[src/rtl/line_fill_responder_pkg.sv]
// Shared constants for the I-cache line-fill responder: default geometry,
// derived word/offset widths and the FSM state encoding.
package line_fill_responder_pkg;

  // Default geometry: word width, line width and what falls out of them
  localparam int DW        = 32;
  localparam int LINE_BITS = 256;
  localparam int WORDS     = LINE_BITS / DW;
  localparam int OFS       = $clog2(LINE_BITS / 8);
  localparam int CNT_W     = (WORDS > 1) ? $clog2(WORDS) : 1;

  // FSM state encoding
  localparam logic [1:0] ST_IDLE  = 2'd0;
  localparam logic [1:0] ST_FETCH = 2'd1;
  localparam logic [1:0] ST_DONE  = 2'd2;
  localparam logic [1:0] ST_HOLD  = 2'd3;

endpackage

[src/rtl/line_fill_responder.sv]
// Memory-side responder for the L1 I-cache line-fill port. One line request
// is turned into WORDS sequential word reads; the words are packed into the
// line register (word 0 in the top slice) and a one-cycle ready pulse is
// issued. A HOLD cycle after DONE swallows the requester's still-high strobe.
module line_fill_responder
  import line_fill_responder_pkg::*;
#(
  parameter int ADDR_WIDTH = 32,
  parameter int DATA_WIDTH = DW,
  parameter int LINE_SIZE  = LINE_BITS
) (
  input  logic                  clk_i,
  input  logic                  rst_i,
  input  logic                  c_strobe_i,
  input  logic [ADDR_WIDTH-1:0] c_addr_i,
  output logic                  c_ready_o,
  output logic [LINE_SIZE-1:0]  c_data_o,
  output logic                  w_req_o,
  output logic [ADDR_WIDTH-1:0] w_addr_o,
  input  logic                  w_ack_i,
  input  logic [DATA_WIDTH-1:0] w_data_i
);

  localparam int N_WORDS  = LINE_SIZE / DATA_WIDTH;
  localparam int OFS_BITS = $clog2(LINE_SIZE / 8);
  localparam int CW       = (N_WORDS > 1) ? $clog2(N_WORDS) : 1;
  localparam int STEP     = DATA_WIDTH / 8;

  localparam logic [CW-1:0]         LAST_WORD = CW'(N_WORDS - 1);
  localparam logic [ADDR_WIDTH-1:0] ADDR_STEP = ADDR_WIDTH'(STEP);

  logic [1:0]    state;
  logic [CW-1:0] cnt;
  logic          fill_word;

  // Byte offset within the line is irrelevant: fills always start at word 0
  logic addr_ofs_unused;
  assign addr_ofs_unused = ^c_addr_i[OFS_BITS-1:0];

  // A word lands in the line buffer only while fetching and acknowledged
  assign fill_word = (state == ST_FETCH) && w_ack_i;

  // Control FSM: request acceptance, word address walk, ready pulse
  always_ff @(posedge clk_i or posedge rst_i) begin
    if (rst_i) begin
      state     <= ST_IDLE;
      cnt       <= '0;
      w_req_o   <= 1'b0;
      w_addr_o  <= '0;
      c_ready_o <= 1'b0;
    end else begin
      case (state)
        ST_IDLE: begin
          c_ready_o <= 1'b0;
          if (c_strobe_i) begin
            w_addr_o <= {c_addr_i[ADDR_WIDTH-1:OFS_BITS], {OFS_BITS{1'b0}}};
            w_req_o  <= 1'b1;
            cnt      <= '0;
            state    <= ST_FETCH;
          end
        end
        ST_FETCH: begin
          if (w_ack_i) begin
            if (cnt == LAST_WORD) begin
              w_req_o   <= 1'b0;
              c_ready_o <= 1'b1;
              state     <= ST_DONE;
            end else begin
              cnt      <= cnt + 1'b1;
              w_addr_o <= w_addr_o + ADDR_STEP;
            end
          end
        end
        ST_DONE: begin
          c_ready_o <= 1'b0;
          state     <= ST_HOLD;
        end
        default: begin
          // HOLD: strobe deliberately not looked at this cycle
          c_ready_o <= 1'b0;
          state     <= ST_IDLE;
        end
      endcase
    end
  end

  // Line buffer: write the acknowledged word into its slice, word 0 at the top
  always_ff @(posedge clk_i or posedge rst_i) begin
    if (rst_i) begin
      c_data_o <= '0;
    end else if (fill_word) begin
      c_data_o[LINE_SIZE-1-int'(cnt)*DATA_WIDTH -: DATA_WIDTH] <= w_data_i;
    end
  end

endmodule

[config.mk]
export PLATFORM = sky130hd
export DESIGN_NAME = line_fill_responder
export DESIGN_NICKNAME = d
export VERILOG_FILES = /design/src/rtl/line_fill_responder_pkg.sv /design/src/rtl/line_fill_responder.sv
export SDC_FILE = /design/constraint.sdc
export NUM_CORES = 1
export LEC_CHECK = 0
export ABC_AREA = 1
export CAP_MARGIN = 40
export CORE_ASPECT_RATIO = 0.75
export CORE_MARGIN = 1.5
export CORE_UTILIZATION = 37
export CTS_CLUSTER_SIZE = 16
export DETAILED_ROUTE_END_ITERATION = 10
export HOLD_SLACK_MARGIN = 0.1
export RECOVER_POWER = 25
export SYNTH_ARGS = -nofsm -noshare
export SYNTH_HDL_FRONTEND = slang
export SYNTH_SLANG_ARGS = --single-unit
[constraint.sdc]
create_clock -name clk_i -period 12.05 [get_ports clk_i]
set_clock_uncertainty 0.1 [all_clocks]
set_input_delay 1.8075 -clock clk_i [delete_from_list [all_inputs] [get_ports clk_i]]
set_output_delay 1.8075 -clock clk_i [all_outputs]
set_load 0.02 [all_outputs]
==> impl_results.md <==
* R2r startpoint: state[1]
* RSZ-0062 raised after global routing: no
* Synth Flop Type: dfrtp_1
* CP Class: primary input to asynchronous set/reset pin
* Chip width at 223 um
* Crit-path max FO at 108
* Rel. slew slack at -2.40
* YS warnings at 0
* CTS HTree Levels at 1
* WHS at 0.369 ns
* Gr ovfl total at 0
* CP delay by family, top: buffers and inverters
* IO Port Bufs at 350
* Multi-input logic area at 0.00528 mm2
* CP startpoint kind: primary input
* Synth cell types at 34
* Crit path DAT at 7.00 ns
* Synth Instances at 1601
* Fin crit period at 6.49 ns
* Post_cts resized at 0
* Max-cap violations at 5
* CTS Sinks at 293
* Power Total at 3.67 mW
* WP buf/inv at 4
* Largest net degree at the start of global routing at 109
* Syn Std Cell Area at 0.0135 mm2
* DR WL/cell at 20.3 um
* CTS tree: built
* Reg-to-reg endpoint: c_data_o[178]
* DIE AREA at 0.0376 mm2
* Pleak at 8.96 nW
* Cts bufs inserted at 31
* Worst VDD drop at 0.104 mV
* Routability cong. at 0.915
* DRC errors left at 0
* Commonest non-fill, non-tap cell in the layout: nand2_1
* DR vias/cell at 5.11
* Gr usage total at 0.255
* Vias at 12.3k
* Async S/R FF share, synth at 1.00
* Hold buffer count at CTS at 0
* Num rows at 60
* Setup Buffers After CTS at 0
* Net count reported at finish at 1992
* DPL Wire Length at 33.7 mm
* Crit-path most repeated cell: buf_4
* Sequential area share after synthesis at 0.544
* Status: complete, but fails checks
* CP max stage cell: clkinvlp_2
* Vias in the first global route at 11.8k
* Highest-count cells in the layout ignoring fill and taps: nand2_1 (626), clkdlybuf4s50_1 (348), dfrtp_1 (291), nor3_1 (129), nand3_1 (101)
* Min-delay worst type: flip-flop to flip-flop
* Fraction of layout cells with a size suffix above 1 at 0.0693
* FF+latch count, synth at 293
* Final worst setup slack at 5.56 ns
* Die H at 168 um
* Worst path max stage delay at 2.81 ns
* DR iter-0 viols at 1116
* Pre-CTS WS at 7.35 ns
* TritonRoute pass-1 iters at 5
* HP Start: c_data_o[113]
* Wirelength, routed at 48.6 mm
* Setup TNS at 0 ns
* Fillers at 3465
* Io pins at 358
* Buffer levels on the longest clock path at 3
* Clock Latency Late Sink at 0.57 ns
* Failing checks: max-capacitance violations, max-slew violations
* Final period util at 0.539
* Upper clock frequency limit at 154 MHz
* PD cells at 200 mW/mm2
* Antenna viol nets, final at 0
* Storage cell area at 0.00733 mm2
* Reg2Reg Depth at 12
* Initial Utilization at 0.376
* Core area at 0.0359 mm2
* Initial antenna violation count at 2
* CP Capture Type: asynchronous set/reset pin
* Global-route wire length before repair at 73.4 mm
* Hold depth at 2
* Syn Area/Cell at 8.42 um2
* Setup slack, reg-to-reg at 6.66 ns
* Number of synthesized flops with an enable pin at 0
* Worst-path clk slew at 0.06 ns
* Hold Path Sink: c_data_o[113]
* Post-layout util at 0.511
* Critical Path RT at 12.56 ns
* Tightest Pin Transition at 5.08 ns
* Root Driver: clkbuf_16
* Final Hold Viols at 0
* CP Cell Sequence: dlygate4sd3_1, clkinvlp_2, buf_4, buf_4
* Final setup vio count at 0
* Area growth from synthesis to layout at 36.1%
* Slew Viols, Final at 246
metal layers:
metal / up-vias / wire [um] / track usage
met5: - / 0 / 0
met4: 0 / 1560 / 0.0808
li1: 5720 / - / -
met1: 5992 / 22700 / 0.378
met2: 474 / 20500 / 0.368
met3: 83 / 3830 / 0.0581
logic make-up after synthesis:
family	synth area share
muxes	0.0535
and+or+nand+nor	0.296
adders and majority gates	0.0102
buffers and inverters	0.0623
DFF	0.544
AOI/OAI and AO/OA	0.0325
xor gates and xnor gates	0.000650
other	0.000278
sequential cells by signal, indices dropped and copies added (netlist names):
register,cells
c_ready_o,1
state,2
w_req_o,1
c_data_o,256
cnt,3
w_addr_o,30
worst max path at each step:
stage / start / end / slack, ns / cells past startpoint
floorplan: rst_i / c_data_o[0] / 2.05 / 1
global placement: w_ack_i / c_data_o[55] / 7.35 / 8
detailed placement: rst_i / c_data_o[83] / 7.35 / 4
CTS: rst_i / c_data_o[211] / 7.97 / 4
global route: rst_i / c_data_o[77] / 4.61 / 4
finish: rst_i / c_data_o[211] / 5.56 / 4
stage by stage:
step / instance area (um2) / instances
2_1_floorplan: 13500 / 1602
3_3_place_gp: 17200 / 2338
3_5_place_dp: 17400 / 2345
4_1_cts: 18400 / 2400
5_1_grt: 18300 / 2401
6_report: 18300 / 2401
synth_stat cells, types with 4 or more instances:
library cell	count	share of area
nand2_1	626	0.17
nor2_2	4	0.0019
nor2_1	82	0.023
a21oi_1	11	0.0041
mux2_2	47	0.039
nor3_1	129	0.048
buf_2	44	0.016
nor2_4	6	0.0050
buf_6	6	0.0050
dfrtp_1	293	0.54
clkbuf_1	30	0.0084
inv_2	8	0.0022
mux2_1	17	0.014
ha_1	11	0.010
o21ai_0	63	0.023
buf_1	8	0.0022
buf_4	6	0.0033
nand3_1	99	0.037
inv_1	89	0.025
worst min-delay path: stages, from the launching register on:
cell and delay (ns):
dfrtp_1 0.34, nand2_1 0.05, nand2_1 0.05
report_power, final:
| part | switching, mW | internal [mW] | total, mW |
|---|---|---|---|
| combinational | 0.832 | 0.527 | 1.36 |
| clock | 0.407 | 0.590 | 0.997 |
| sequential | 0.157 | 1.15 | 1.31 |
cell type report:
cell class | instances | area share
Clock buffer | 42 | 0.0456
Multi-Input combinational cell | 1118 | 0.288
Sequential cell | 293 | 0.400
Inverter | 97 | 0.0199
Tap cell | 465 | 0.0317
Antenna cell | 1 | 0.000136
Clock inverter | 13 | 0.0104
Timing Repair Buffer | 372 | 0.204
No activity file was read; power rests on OpenSTA's default activity.
